File: src/rtl/mul_operand_sequencer.sv
//------------------------------------------------------------------------------
// Module   : mul_operand_sequencer
// Purpose  : Host-side feeder for the serial signed multiplier. Takes one
//            parallel operand pair over valid/ready, shifts both operands out
//            LSB first with sx/sy framing, requests the multiply, and returns
//            the parallel product as a one-cycle result strobe.
// Options  : `define MUL_SEQ_TIMEOUT_EN adds a watchdog over WAIT_F/MUL, an
//            ERR state and the o_timeout_err output.
// Revision : 1.0  initial release
//------------------------------------------------------------------------------
`timescale 1ns/1ps
`default_nettype none

module mul_operand_sequencer #(
  parameter int XW          = 11,
  parameter int YW          = 12,
  parameter int ZW          = 23,
  parameter int TIMEOUT_CYC = 64
) (
  input  logic          clk,
  input  logic          rst_n,
  input  logic          i_in_valid,
  output logic          o_in_ready,
  input  logic [XW-1:0] i_x_in,
  input  logic [YW-1:0] i_y_in,
  output logic          o_x,
  output logic          o_y,
  output logic          o_sx,
  output logic          o_sy,
  output logic          o_mul,
  input  logic          i_fx,
  input  logic          i_fy,
  input  logic          i_unsigned_done,
  input  logic [ZW-1:0] i_z_par_in,
  output logic          o_res_valid,
  output logic [ZW-1:0] o_res_z,
`ifdef MUL_SEQ_TIMEOUT_EN
  output logic          o_timeout_err,
`endif
  output logic          o_busy
);

  // Bit counter must hold YW-1 and the XW compare value without truncation.
  localparam int CW = $clog2(YW + 1);

  typedef enum logic [2:0] {
    S_IDLE   = 3'd0,
    S_SHIFT  = 3'd1,
    S_WAIT_F = 3'd2,
    S_MUL    = 3'd3,
    S_RESULT = 3'd4
`ifdef MUL_SEQ_TIMEOUT_EN
    ,
    S_ERR    = 3'd5
`endif
  } state_t;

  state_t          r_state;
  state_t          w_state_nxt;

  // The LSB of each shift register is the serial output bit itself, so the
  // serial data is registered and aligned with the registered enables.
  logic [XW-1:0]   r_xs;
  logic [YW-1:0]   r_ys;
  logic [CW-1:0]   r_cnt;
  logic            r_sx;
  logic            r_sy;
  logic [ZW-1:0]   r_res_z;

  logic [XW-1:0]   w_xs_nxt;
  logic [YW-1:0]   w_ys_nxt;
  logic [CW-1:0]   w_cnt_nxt;
  logic [CW-1:0]   w_cnt_inc;
  logic            w_sx_nxt;
  logic            w_sy_nxt;
  logic            w_capture;

`ifdef MUL_SEQ_TIMEOUT_EN
  logic [7:0]      r_wd;
  logic            w_wd_run;
  logic            w_wd_expired;

  assign w_wd_run     = (r_state == S_WAIT_F) || (r_state == S_MUL);
  assign w_wd_expired = w_wd_run && (r_wd == 8'(TIMEOUT_CYC - 1));

  // Watchdog: counts every cycle spent waiting on the multiplier, cleared elsewhere.
  always_ff @(posedge clk or negedge rst_n) begin
    if (!rst_n) begin
      r_wd <= '0;
    end else if (w_wd_run) begin
      r_wd <= r_wd + 8'd1;
    end else begin
      r_wd <= '0;
    end
  end
`endif

  // State register.
  always_ff @(posedge clk or negedge rst_n) begin
    if (!rst_n) begin
      r_state <= S_IDLE;
    end else begin
      r_state <= w_state_nxt;
    end
  end

  // Next-state logic plus next values of the shift/framing registers.
  always_comb begin
    w_state_nxt = r_state;
    w_xs_nxt    = r_xs;
    w_ys_nxt    = r_ys;
    w_cnt_nxt   = r_cnt;
    w_cnt_inc   = r_cnt + 1'b1;
    w_sx_nxt    = 1'b0;
    w_sy_nxt    = 1'b0;
    w_capture   = 1'b0;

    case (r_state)
      S_IDLE: begin
        if (i_in_valid) begin
          // Bit 0 of both operands is presented in the very next cycle.
          w_state_nxt = S_SHIFT;
          w_xs_nxt    = i_x_in;
          w_ys_nxt    = i_y_in;
          w_cnt_nxt   = '0;
          w_sx_nxt    = 1'b1;
          w_sy_nxt    = 1'b1;
        end
      end

      S_SHIFT: begin
        if (r_cnt == CW'(YW - 1)) begin
          // Last Y bit is on the wire now; park the lines low.
          w_state_nxt = S_WAIT_F;
          w_xs_nxt    = '0;
          w_ys_nxt    = '0;
          w_cnt_nxt   = '0;
        end else begin
          // X runs out first; zeros shifted in keep x low once sx drops.
          w_xs_nxt    = r_xs >> 1;
          w_ys_nxt    = r_ys >> 1;
          w_cnt_nxt   = w_cnt_inc;
          w_sx_nxt    = (w_cnt_inc < CW'(XW));
          w_sy_nxt    = 1'b1;
        end
      end

      S_WAIT_F: begin
        // Always at least one cycle here, even if fx/fy were already high.
        if (i_fx && i_fy) begin
          w_state_nxt = S_MUL;
        end
      end

      S_MUL: begin
        if (i_unsigned_done) begin
          w_state_nxt = S_RESULT;
          w_capture   = 1'b1;
        end
      end

      S_RESULT: begin
        w_state_nxt = S_IDLE;
      end

`ifdef MUL_SEQ_TIMEOUT_EN
      S_ERR: begin
        // Sticky until reset.
        w_state_nxt = S_ERR;
      end
`endif

      default: begin
        w_state_nxt = S_IDLE;
      end
    endcase

`ifdef MUL_SEQ_TIMEOUT_EN
    // Watchdog expiry overrides any completion in the same cycle.
    if (w_wd_expired) begin
      w_state_nxt = S_ERR;
      w_capture   = 1'b0;
    end
`endif
  end

  // Operand shift registers, framing enables and the product capture register.
  always_ff @(posedge clk or negedge rst_n) begin
    if (!rst_n) begin
      r_xs    <= '0;
      r_ys    <= '0;
      r_cnt   <= '0;
      r_sx    <= 1'b0;
      r_sy    <= 1'b0;
      r_res_z <= '0;
    end else begin
      r_xs  <= w_xs_nxt;
      r_ys  <= w_ys_nxt;
      r_cnt <= w_cnt_nxt;
      r_sx  <= w_sx_nxt;
      r_sy  <= w_sy_nxt;
      if (w_capture) begin
        r_res_z <= i_z_par_in;
      end
    end
  end

  assign o_x         = r_xs[0];
  assign o_y         = r_ys[0];
  assign o_sx        = r_sx;
  assign o_sy        = r_sy;
  assign o_res_z     = r_res_z;
  assign o_in_ready  = (r_state == S_IDLE);
  assign o_busy      = (r_state != S_IDLE);
  assign o_mul       = (r_state == S_MUL);
  assign o_res_valid = (r_state == S_RESULT);
`ifdef MUL_SEQ_TIMEOUT_EN
  assign o_timeout_err = (r_state == S_ERR);
`endif

endmodule

`default_nettype wire

File: config.mk
export PLATFORM = sky130hd
export DESIGN_NAME = mul_operand_sequencer
export DESIGN_NICKNAME = d
export VERILOG_FILES = /design/src/rtl/mul_operand_sequencer.sv
export SDC_FILE = /design/constraint.sdc
export NUM_CORES = 1
export LEC_CHECK = 0
export CAP_MARGIN = 10
export CORE_ASPECT_RATIO = 0.9
export CORE_MARGIN = 2
export CORE_UTILIZATION = 30
export CTS_CLUSTER_SIZE = 30
export DETAILED_ROUTE_END_ITERATION = 8
export GPL_TIMING_DRIVEN = 0
export HOLD_SLACK_MARGIN = 0.15
export PLACE_DENSITY = 0.61
export SYNTH_ARGS = -nofsm -noshare
export SYNTH_HDL_FRONTEND = slang
export SYNTH_SLANG_ARGS = --single-unit
File: constraint.sdc
create_clock -name clk -period 1.8 [get_ports clk]
set_input_delay 0.45 -clock clk [delete_from_list [all_inputs] [get_ports clk]]
set_output_delay 0.45 -clock clk [all_outputs]
set_load 0.05 [all_outputs]
* Word level (Yosys, flattened, before mapping) *
Index checks and enable logic that the tools add are counted.

storage, ports and cells
  output and inout bits = 31
  word-level logic and storage cells = 45
  input bits = 52
  register bits = 55

cells by class
  equal/unequal tests = 9
  order comparisons = 1
  add/sub/neg operators = 1
  reductions and logical operators = 6
  muxes and demuxes = 21

operator list
  kind                   number
  $pmux W12 S2           1
  $mux W11               2
  $pmux W11 S2           1
  $mux W12               1
  $mux W3                4
  $pmux W3 S4            1
  $mux W10               1
  $mux W4                2
  $pmux W4 S2            1
  $eq A3 B2 Y1 const B   2
  $ne A2 B2 Y1 const B   3
  $mux W1                5
  $add A4 B1 Y4 const B  1
  $eq A4 B4 Y1 const B   1
  $lt A4 B4 Y1 const B   1
  $pmux W1 S2            2
  $reduce_and A4 Y1      1
  $eq A3 B1 Y1 const B   1
  $eq A3 B3 Y1 const B   1
  $logic_not A3 Y1       1
  $reduce_bool A3 Y1     1
  $ne A2 B1 Y1 const B   1
  $reduce_and A2 Y1      1
  $reduce_bool A2 Y1     1
  $logic_and A1 B1 Y1    1

* Depth between registers and ports, before layout *
  depth in word-level cells = 4
  gate-level depth with buffers = 6

* Least setup slack after synthesis *
OpenSTA, ideal clock, no wires.

  path kind = register to output
  from = register r_state[0]
  to = output o_mul
  cell stages (with the launch flop) = 4
  required time = 1.350 ns
  buffers on the path = 2
  setup slack = -0.614 ns
  arrival = 1.964 ns
  path through = dfrtp_1 -> buf_2 -> clkbuf_1 -> nor3b_1

on the way
  word-level cells in the longest chain between the ends = 1

ends and longest elaborated chain
  what                    line  RTL
  from (decl)             58    state_t r_state;
  from (signal assigned)  103   r_state <= w_state_nxt;
  $eq A3 B2 Y1            215   assign o_mul = (r_state == S_MUL);
  to (decl)               30    output logic o_mul,

No other way between the ends.

* Worst setup path in the final report *
  from = register r_state[2]
  to = output o_in_ready

on the way
  word-level cells in the longest chain between the ends = 1

ends and longest elaborated chain
  what              line  RTL
  $logic_not A3 Y1  213   assign o_in_ready = (r_state == S_IDLE);
  to (decl)         23    output logic o_in_ready,

No other way between the ends.

==> key figures <==
Run status
  • Status: complete, but fails checks
  • Failing checks: negative setup slack

Synthesis
  • Largest area contributor in the netlist: dfrtp_1
  • Synth Cell Area: 0.00270 mm²
  • Ys Warns: 0
  • Dominant synthesized flop cell: dfrtp_1
  • Gate Count Post-Synth: 239
  • Top cell type's share of synthesized area: 51.0%
  • Sequential area share after synthesis: 51.0%
  • Syn nets: 293
  • Post-synth EDFFs: 0
  • Mean area per synthesized cell: 11.3 µm²
  • Most numerous cell in the Yosys netlist: dfrtp_1
  • Cell variety after synth: 34
  • Most instantiated cells after synthesis: dfrtp_1, inv_1, a21oi_1, nor3b_1
  • Synth area leaders: dfrtp_1, mux2_2, o32a_1
  • Synth Register Bits: 55
  • Ys async rst share: 100%

Clocking
  • Clock Latency Late Sink: 0.30 ns
  • CTS H-tree depth: 2
  • Clock buffer depth: 2
  • CTS Buf Count: 5
  • Clock-pin slew on the worst setup and hold paths: 0.10 ns
  • CTS Root Cell: clkbuf_8
  • CTS tree: yes
  • Clock sink count: 55

Power and ir drop
  • Cell area power density: 1840 mW/mm²
  • Pleak: 1.81 nW
  • VDD IR-drop max: 0.946 mV
  • Total Power: 7.20 mW

STA
  • Worst rel slew slack: 65.9%
  • Part of the cycle the worst path needs: 104%
  • TNS Setup: -0.0932 ns
  • Worst slew pin tran: 0.514 ns
  • Fin. Hold Viols: 0
  • Pins Over Slew Limit: 0
  • Period minus WS final: 1.87 ns
  • Maximum clock rate: 534 MHz
  • Final WS setup: -0.0732 ns
  • RSZ-0062 raised after global routing: true
  • Number of setup violations in the final report: 2
  • Clk_skew: 0.00503 ns

Flow run
  • Max-cap violations: 0

Critical path
  • Worst Path Arrival: 1.42 ns
  • R2r setup slk: 0.09 ns
  • WS Path Type: reg2out
  • Crit start category: flop
  • Crit. End Element: output port
  • Worst EP required: 1.35 ns
  • CP max FO: 5

GRT
  • Vias in the first global route: 2258
  • GRT Total Usage: 13.9%
  • Pin count of the biggest net entering global routing: 38
  • Antenna violations before repair: 0
  • First-pass GRT wire length: 10900 µm
  • Total grt overflow: 0

Detailed routing
  • Vias: 2229
  • Post-DRT Antenna Nets: 0
  • TritonRoute pass-1 iters: 4
  • Drt via density: 4.86
  • First-iteration detailed-routing DRC count: 48
  • Detailed Route WL: 6570 µm
  • Residual DRC count: 0
  • Routed WL per cell: 14.3 µm

Die
  • Starting density of the core: 31.2%
  • Die footprint: 0.00977 mm²
  • # IOs: 83
  • Core ar.: 0.00865 mm²
  • Die H: 94.0 µm
  • Horiz. Die Dim: 104 µm
  • Site Rows: 32

Cells and area
  • Fin cells: 459
  • Diodes inserted: 0
  • Layout cells sized above 1: 21.5%
  • Register area: 0.00138 mm²
  • Fillers: 856
  • Area Overhead vs Synth: 44.7%
  • Final Util: 45.2%
  • # nets final: 393
  • Area taken by multi-input logic gates: 0.00111 mm²

Min path
  • Min-Delay Path Class: reg2reg

Placed design
  • Placer congestion estimate: 0.738
  • Half-perimeter wire length after placement: 4630 µm
  • Placed Cells: 440
  • Buffers on Ports: 81
-- layer usage --
| metal | track usage, % | vias up | share of wire, % | routed length [µm] |
|---|---|---|---|---|
| met3 | 5.76 | 6 | 8.8 | 577 |
| li1 | - | 1051 | - | - |
| met5 | 0 | - | 0 | 0 |
| met2 | 23.1 | 79 | 47 | 3070 |
| met1 | 16.7 | 1093 | 43 | 2850 |
| met4 | 3.83 | 0 | 1.1 | 70 |
-- what timing repair did --
item	4_1_cts	5_1_grt
setup endpoints to repair	31	23
resized for setup	67	4
hold endpoints to repair	18	0
pin swaps	2	2
hold buffers	1	0
buffers inserted	7	5
-- layout by cell type, fill, tap and decap left out, drive strengths merged, types with 3 or more instances in the layout --
cell / instances
mux2: 24
a21oi: 22
dlygate4sd2: 27
inv: 27
nand2: 6
dfrtp: 55
clkdlybuf4s50: 49
nor3b: 22
o21ai: 6
buf: 32
clkbuf: 12
nor2: 8
a2bb2oi: 3
o32a: 21
-- worst paths after layout --
| check | startpoint | to | cells past startpoint |
|---|---|---|---|
| worst max-delay path | r_state[2]$_DFFE_PN0P_ | o_in_ready | 4 |
| worst min-delay path | o_res_z[1]$_DFFE_PN0P_ | o_res_z[1]$_DFFE_PN0P_ | 1 |
| worst max register to register | r_state[2]$_DFFE_PN0P_ | o_res_z[0]$_DFFE_PN0P_ | 6 |
| worst min register to register | o_res_z[1]$_DFFE_PN0P_ | o_res_z[1]$_DFFE_PN0P_ | 1 |
| max in group asynchronous | rst_n | r_cnt[0]$_DFFE_PN0P_ | 3 |
| min in group asynchronous | rst_n | r_ys[5]$_DFFE_PN0P_ | 2 |
-- logic make-up (layout without fill, tap and decap cells) --
group | count (synthesis) | after routing | share of synthesized area (%)
and+or+nand+nor | 49 | 49 | 12.1
muxes | 25 | 25 | 10.8
buffers and inverters | 49 | 150 | 9.04
DFF | 55 | 55 | 51.0
adders and majority gates | 2 | 2 | 0.927
AOI/OAI and AO/OA | 59 | 59 | 16.1
-- power breakdown --
| part | leakage [nW] | internal (mW) | switching [mW] | total, mW |
|---|---|---|---|---|
| clock | 0.0505 | 0.351 | 0.399 | 0.750 |
| sequential | 0.684 | 1.84 | 0.324 | 2.16 |
| combinational | 1.08 | 1.84 | 2.45 | 4.29 |
| total | 1.81 | 4.03 | 3.17 | 7.20 |
-- metrics by stage --
stage	hold WS [ns]	setup WS, ns	instance area (µm²)
final	0.492	-0.0732	3910
after global routing	0.508	-0.124	3910
after CTS	0.502	-0.115	3880
after detailed placement	0.432	-0.696	3690
after global placement	0.471	-1.61	3680
after floorplan	0.154	0.0288	2720
-- critical path, cell delays in order (launching register included) --
cell and delay [ns]:
dfrtp_1 0.41, buf_6 0.14, or3_4 0.36, clkinvlp_4 0.09
buf_8 0.13
-- state kept, by name (all words and copies together), names as in the netlist --
signal   count
o_res_z     23
r_ys        12
r_xs        11
r_cnt        4
r_state      3
o_sx         1
o_sy         1
-- area by class of cell --
type	instances	share of cell area (%)
flip-flops and latches	55	35.3
multi-input cells	135	28.4
repair buffers	95	23.2
plain buffers	19	3.84
well taps	119	3.81
inverters	28	2.79
clock buffers	7	2.47
clock inverters	1	0.192
No activity file was read; power rests on OpenSTA's default activity.
